[src/rtl/heroe_pkg.sv]
`default_nettype none
// ============================================================================
// Module   : heroe_pkg
// Purpose  : Shared state codes, spawn period table and game limits for the
//            obstacle sequencer.
// Revision : 1.0 - initial release
// ============================================================================
package heroe_pkg;

  typedef enum logic [2:0] {
    INACTIVO = 3'd0,
    JUGANDO  = 3'd1,
    PAUSA    = 3'd2,
    GANADO   = 3'd3,
    PERDIDO  = 3'd4
  } estado_t;

  // Ticks between spawns, indexed by world; entry 0 is the rightmost element.
  localparam logic [3:0][6:0] PERIODO = {7'd48, 7'd64, 7'd80, 7'd96};

  localparam logic [1:0] MUNDO_MAX    = 2'd3;
  localparam logic [4:0] PROGRESO_MAX = 5'd31;

  // Last counter value before the spawn counter wraps in a given world.
  function automatic logic [6:0] ultimo_conteo(input logic [1:0] mundo);
    return PERIODO[mundo] - 7'd1;
  endfunction

endpackage
`default_nettype wire

[src/rtl/temporizador_spawn.sv]
`default_nettype none
// ============================================================================
// Module   : temporizador_spawn
// Purpose  : Tick counter toward the next obstacle spawn; produces a one-cycle
//            wrap strobe when the current world's period elapses.
// Revision : 1.0 - initial release
// ============================================================================
module temporizador_spawn
  import heroe_pkg::*;
(
  input  logic       clk,
  input  logic       rst,
  input  logic       clr_i,
  input  logic       en_i,
  input  logic [1:0] mundo_i,
  output logic [6:0] conteo_o,
  output logic       wrap_o
);

  logic [6:0] conteo_q;
  logic [6:0] conteo_d;

  // Next count: clear wins, then wrap at end of period, else count enabled ticks.
  always_comb begin
    wrap_o   = en_i && (conteo_q == ultimo_conteo(mundo_i));
    conteo_d = conteo_q;
    if (clr_i) begin
      conteo_d = '0;
    end else if (wrap_o) begin
      conteo_d = '0;
    end else if (en_i) begin
      conteo_d = conteo_q + 7'd1;
    end
  end

  // Counter register.
  always_ff @(posedge clk) begin
    if (rst) begin
      conteo_q <= '0;
    end else begin
      conteo_q <= conteo_d;
    end
  end

  assign conteo_o = conteo_q;

endmodule
`default_nettype wire

[src/rtl/secuenciador_obstaculos.sv]
`default_nettype none
// ============================================================================
// Module   : secuenciador_obstaculos
// Purpose  : Game sequencer: play/pause/win/lose FSM, spawn request handshake
//            with the obstacle generator, world and progress tracking.
// Revision : 1.0 - initial release
// ============================================================================
module secuenciador_obstaculos
  import heroe_pkg::*;
(
  input  logic       clk,
  input  logic       rst,
  input  logic       tick,
  input  logic [4:0] key,
  input  logic       colision,
  input  logic       gen_ack,
  output logic       spawn_req,
  output logic [1:0] spawn_tipo,
  output logic [1:0] mundo,
  output logic [4:0] progreso,
  output logic [6:0] conteo_obs,
  output logic       condicion,
  output logic [2:0] estado
);

  estado_t    estado_q;
  logic       spawn_req_q;
  logic [1:0] spawn_tipo_q;
  logic [1:0] mundo_q;
  logic [4:0] progreso_q;
  logic       condicion_q;

  logic abortar;
  logic arrancar;
  logic activo;
  logic acepta;
  logic ultimo;
  logic gana;
  logic avanza;
  logic temp_en;
  logic temp_clr;
  logic temp_wrap;
  logic unused_keys;

  // Keys 2 and 3 carry no function.
  assign unused_keys = ^key[3:2];

  assign abortar  = key[4];
  assign arrancar = !key[4] && key[0] &&
                    ((estado_q == INACTIVO) || (estado_q == GANADO) ||
                     (estado_q == PERDIDO));
  // Playing this cycle and not overridden by abort or a collision.
  assign activo   = (estado_q == JUGANDO) && !abortar && !colision;
  assign acepta   = activo && spawn_req_q && gen_ack;
  assign ultimo   = (progreso_q == PROGRESO_MAX);
  assign gana     = acepta && ultimo && (mundo_q == MUNDO_MAX);
  assign avanza   = acepta && ultimo && (mundo_q != MUNDO_MAX);
  // Counter freezes on the winning spawn so the final count stays visible.
  assign temp_en  = activo && tick && !gana;
  assign temp_clr = abortar || arrancar || avanza;

  temporizador_spawn u_temporizador (
    .clk      (clk),
    .rst      (rst),
    .clr_i    (temp_clr),
    .en_i     (temp_en),
    .mundo_i  (mundo_q),
    .conteo_o (conteo_obs),
    .wrap_o   (temp_wrap)
  );

  // Game FSM with the spawn handshake and all registered outputs.
  always_ff @(posedge clk) begin
    if (rst || abortar) begin
      estado_q     <= INACTIVO;
      spawn_req_q  <= 1'b0;
      spawn_tipo_q <= 2'd0;
      mundo_q      <= 2'd0;
      progreso_q   <= 5'd0;
      condicion_q  <= 1'b0;
    end else begin
      case (estado_q)
        INACTIVO, GANADO, PERDIDO: begin
          if (key[0]) begin
            estado_q     <= JUGANDO;
            spawn_req_q  <= 1'b0;
            spawn_tipo_q <= 2'd0;
            mundo_q      <= 2'd0;
            progreso_q   <= 5'd0;
            condicion_q  <= 1'b0;
          end
        end
        JUGANDO: begin
          if (colision) begin
            estado_q    <= PERDIDO;
            spawn_req_q <= 1'b0;
          end else begin
            if (key[1]) begin
              estado_q <= PAUSA;
            end
            // A wrap that finds an unacknowledged request is an overrun.
            if (temp_wrap && spawn_req_q && !gen_ack) begin
              condicion_q <= 1'b1;
            end
            if (temp_wrap) begin
              spawn_req_q <= 1'b1;
            end else if (acepta) begin
              spawn_req_q <= 1'b0;
            end
            if (acepta) begin
              if (!ultimo) begin
                progreso_q <= progreso_q + 5'd1;
              end else if (gana) begin
                estado_q    <= GANADO;
                spawn_req_q <= 1'b0;
              end else begin
                progreso_q   <= 5'd0;
                mundo_q      <= mundo_q + 2'd1;
                spawn_tipo_q <= mundo_q + 2'd1;
              end
            end
          end
        end
        PAUSA: begin
          if (key[1]) begin
            estado_q <= JUGANDO;
          end
        end
        default: begin
          estado_q <= INACTIVO;
        end
      endcase
    end
  end

  assign spawn_req  = spawn_req_q;
  assign spawn_tipo = spawn_tipo_q;
  assign mundo      = mundo_q;
  assign progreso   = progreso_q;
  assign condicion  = condicion_q;
  assign estado     = estado_q;

endmodule
`default_nettype wire

[config.mk]
export PLATFORM = sky130hd
export DESIGN_NAME = secuenciador_obstaculos
export DESIGN_NICKNAME = d
export VERILOG_FILES = /design/src/rtl/heroe_pkg.sv /design/src/rtl/temporizador_spawn.sv /design/src/rtl/secuenciador_obstaculos.sv
export SDC_FILE = /design/constraint.sdc
export NUM_CORES = 1
export LEC_CHECK = 0
export BUFFER_PORTS_ARGS = -buffer_cell sky130_fd_sc_hd__buf_4
export CORE_MARGIN = 5
export CORE_UTILIZATION = 45
export CTS_CLUSTER_DIAMETER = 50
export DETAILED_ROUTE_END_ITERATION = 8
export PLACE_DENSITY = 0.75
export SLEW_MARGIN = 20
export SYNTH_ARGS = -nofsm -noshare
export SYNTH_HDL_FRONTEND = slang
export SYNTH_HIERARCHICAL = 1
export SYNTH_SLANG_ARGS = --single-unit
[constraint.sdc]
create_clock -name clk -period 3.95 [get_ports clk]
set_input_delay 0.79 -clock clk [delete_from_list [all_inputs] [get_ports clk]]
set_output_delay 0.79 -clock clk [all_outputs]
set_load 0.005 [all_outputs]
==> results by stage <==
STA:
- The actual transition at the worst max-transition pin is 563 ps.
- The peak clock frequency supported by timing is 355 MHz.
- The final critical path time including I/O delays and setup is 2820 ps.
- The number of endpoints with negative hold slack in the final report was 0.
- The final total negative setup slack is 0 ps.
- Setup repair after global routing left no endpoint under its margin.
- In this run the tightest slew margin relative to its limit is 62.3%.
- Setup violations remaining at the end of the flow were counted as 0.
- The final max-slew violation count is 0.
- The final period utilization is 71.3%.
- On the final layout, the worst clock skew is 2.73 ps.

Drt:
- The number of nets with antenna violations after detailed routing is 0.
- In this run, the number of DRC markers left after iteration 0 of detailed routing was 46.
- Using the TritonRoute via totals, the vias-per-cell ratio works out to 5.56.
- Summing over every cut layer, the via total after detailed routing is 1,085.
- The first TritonRoute pass finished after 4 iterations.
- The wire length per cell is 14.0 um.
- The final layout contains routed wiring with a total length of 2.74 mm.
- The total DRC errors in the routed layout is 0.

Outcome:
- The run finished with clean final reports.

Job:
- The count of max-cap constraint violations is 0.

Yosys:
- By area the synthesized netlist is led by dfxtp_1 (32%), ha_1 (6.3%), mux2i_1 (5.0%).
- The mean cell area of the mapped netlist is 8.56 um2.
- The synthesized netlist devotes 11.9% of its cell area to compound gates.
- The number of flops mapped to enable cells by yosys is 0.
- dfxtp_1 takes more of the synthesized area than any other cell.
- The synthesized netlist contains 44 unique library cells.
- The simple-gate share of the synthesized area is 33.4%.
- The post-synthesis share of cell area spent on xor and xnor gates is 5.11%.
- The Yosys step of the flow raised 6 warnings.
- Synthesis handed over a netlist of 140 instances.
- The count of state elements after synthesis is 19.
- The adder-cell share of the synthesized area is 6.26%.
- The share of the yosys chip area belonging to registers is 31.7%.
- Of all flip-flops after synthesis, the portion carrying an async set or reset was 0%.
- When the netlist entered floorplanning its net count stood at 156.
- The post-synthesis instance area is 1200 um2.
- The dominant combinational cell family by area after synthesis is simple AND/OR/NAND/NOR gates.
- The share of synthesized area spent on multiplexers is 5.95%.
- The area share of the leading cell type in the synthesized netlist is 31.7%.
- For this run, the leading register cell type out of synthesis is dfxtp_1.

Placement:
- Input and output buffers added on the ports amount to 28.
- The placed wire-length estimate after detailed placement is 2.09 mm.
- Routability-driven placement finished with a final weighted congestion of 0.871.

Cells and area:
- Across the whole layout, storage elements account for 380 um2.
- The proportion of layout cells with a drive suffix above 1 is 27.9%.
- The number of filler cells placed in the layout is 248.
- The layout overhead on the synthesized area is 18.6%.
- The share of the core filled with cells is 56.3%.
- The area of the multi-input gates is 751 um2.
- Leaving out fill and tap cells, the most frequent cell in the layout is buf_4.
- For this run, the post-layout net count is 182.
- 0 antenna diodes ended up in the layout.
- The library cells used most frequently in the layout, excluding fill and tap cells, are buf_4 (28), dfxtp_1 (19), nand2_1 (15).

Worst setup path:
- Of all nets on the critical path, the largest fanout is 6.
- The slowest stage of the critical path belongs to the cell nor3_2.
- The critical path required time is 4210 ps.
- The path depth of the worst reg2reg path is 11.
- The data arrival time at the worst-slack endpoint is 3070 ps.
- The endpoint type of the worst setup path is a flip-flop.
- The critical path startpoint category is a flip-flop.
- On the worst path, the slowest cell contributes a delay of 450 ps.
- Traced cell by cell, the critical path runs through ha_1, and3_1, ha_1, nand2_1, nor2_1, nor2_1, nand4_1, nor3_2, nand2_1, a211oi_1, o21a_1.
- The worst setup path is of the reg2reg kind.

Clock network:
- The worst-skew pair later-pin latency is 300 ps.
- TritonCTS created 3 clock buffers.
- The clock input transition at the sequential cells of the worst setup and hold paths is 110 ps.
- TritonCTS built the clock tree.
- The tree is rooted in a clkbuf_4.
- The total number of clock tree sinks is 19.
- The clock passes through at most 2 buffers.
- The count of H-tree levels built during CTS is 1.
- The post-cts sizing count is 0.
- Hold repair after CTS inserted 0 buffers.
- In this run the post-CTS setup repair buffer count came out at 0.

Global routing:
- The initial antenna violation count is 0.
- The via count of the first global-routing pass is 1,052.
- The global-route congestion overflow total is 0.
- The wire length of the first global-routing pass is 4.66 mm.
- The global routing usage summed across all routing layers is 16.1%.
- Entering global routing, the biggest net connects 12 pins.

Min path:
- The min-delay analysis places its worst path in the category reg2reg.
- The worst hold path was traced through 2 stages.

Die:
- Measured along the x axis, the die boundary spans 61.6 um.
- The I/O pin count is 31.
- For this configuration, the core starts out at a cell density of 47.5%.
- The initialized floorplan defines 18 standard-cell rows.
- The chip height is 61.6 um.
- The total area inside the core boundary comes to 2520 um2.
- The die area is 3800 um2.

Pwr:
- For this design the ratio of total power to cell area is 233 nW/um2.
- The highest ir drop seen on vdd is 0.000233 V.
- In this run the static leakage power is 0.596 nW.
-- flip-flops by register name, summed over array words and instances, names as in the netlist --
signal and cells:
u_temporizador/conteo_o 7, progreso 5, spawn_req 1, condicion 1
mundo 2, estado 3
-- worst paths after layout --
path	start	endpoint	slack [ps]
hold reg to reg	progreso[4]	progreso[4]	500
setup / recovery	progreso[0]	spawn_req	1130
hold / removal	progreso[4]	progreso[4]	500
setup reg to reg	progreso[0]	spawn_req	1130
-- logic make-up after synthesis --
kind of cell | Yosys count
flip-flops | 19
multiplexers | 7
adder cells (fa/ha/maj) | 6
AO/OA/AOI/OAI | 20
buffers and inverters | 11
XOR/XNOR | 7
AND/OR/NAND/NOR | 70
-- layout make-up --
class | instances | share of cell area [%]
clock buffers | 3 | 1.58
repair buffers | 28 | 14.8
multi-input cells | 110 | 52.8
flip-flops and latches | 19 | 26.8
well taps | 30 | 2.64
inverters | 4 | 1.06
clock inverters | 1 | 0.352
-- metal layers --
layer,routed length (um),global-route usage (%),vias to the layer above
met3,141,4.61,4
met4,32,3.94,0
met5,0,0,-
met1,1160,18.9,515
met2,1400,28.8,21
li1,-,-,545
-- metrics by stage --
stage               hold slack [ps]  instances  power (mW)  instance area [um2]  setup WS (ps)
floorplan                       471        140       0.222                 1200           1500
global placement                477        191       0.234                 1390           1110
finish                          498        195       0.331                 1420           1130
global route                    536        195       0.347                 1420            848
detailed placement              492        191       0.235                 1390           1030
CTS                             508        195       0.336                 1420           1110
-- where the power goes --
group          switching [mW]  total, mW  internal (mW)
Sequential            0.00294      0.196          0.193
Clock                  0.0625      0.100         0.0378
Combinational          0.0189     0.0350         0.0161
-- critical path, delay by kind of cell (launching register included) --
family                   cells  cell delay (ps)
flip-flops                   1              370
adder cells (fa/ha/maj)      2              460
AO/OA/AOI/OAI                2              360
AND/OR/NAND/NOR              7             1570
-- cell usage after synthesis, types with 2 or more instances --
cell and instances:
a21oi_1 4, and3_1 2, buf_4 3, buf_6 2
clkbuf_1 2, dfxtp_1 19, ha_1 6, inv_1 4
mux2i_1 6, nand2_1 15, nand3_1 8, nand4_1 4
nor2_1 13, nor2b_1 2, nor3_1 9, nor3b_2 2
o21ai_0 4, o22ai_1 2, or2_2 3, xnor2_1 4
xor2_1 3
(Power assumes the default switching activity.)
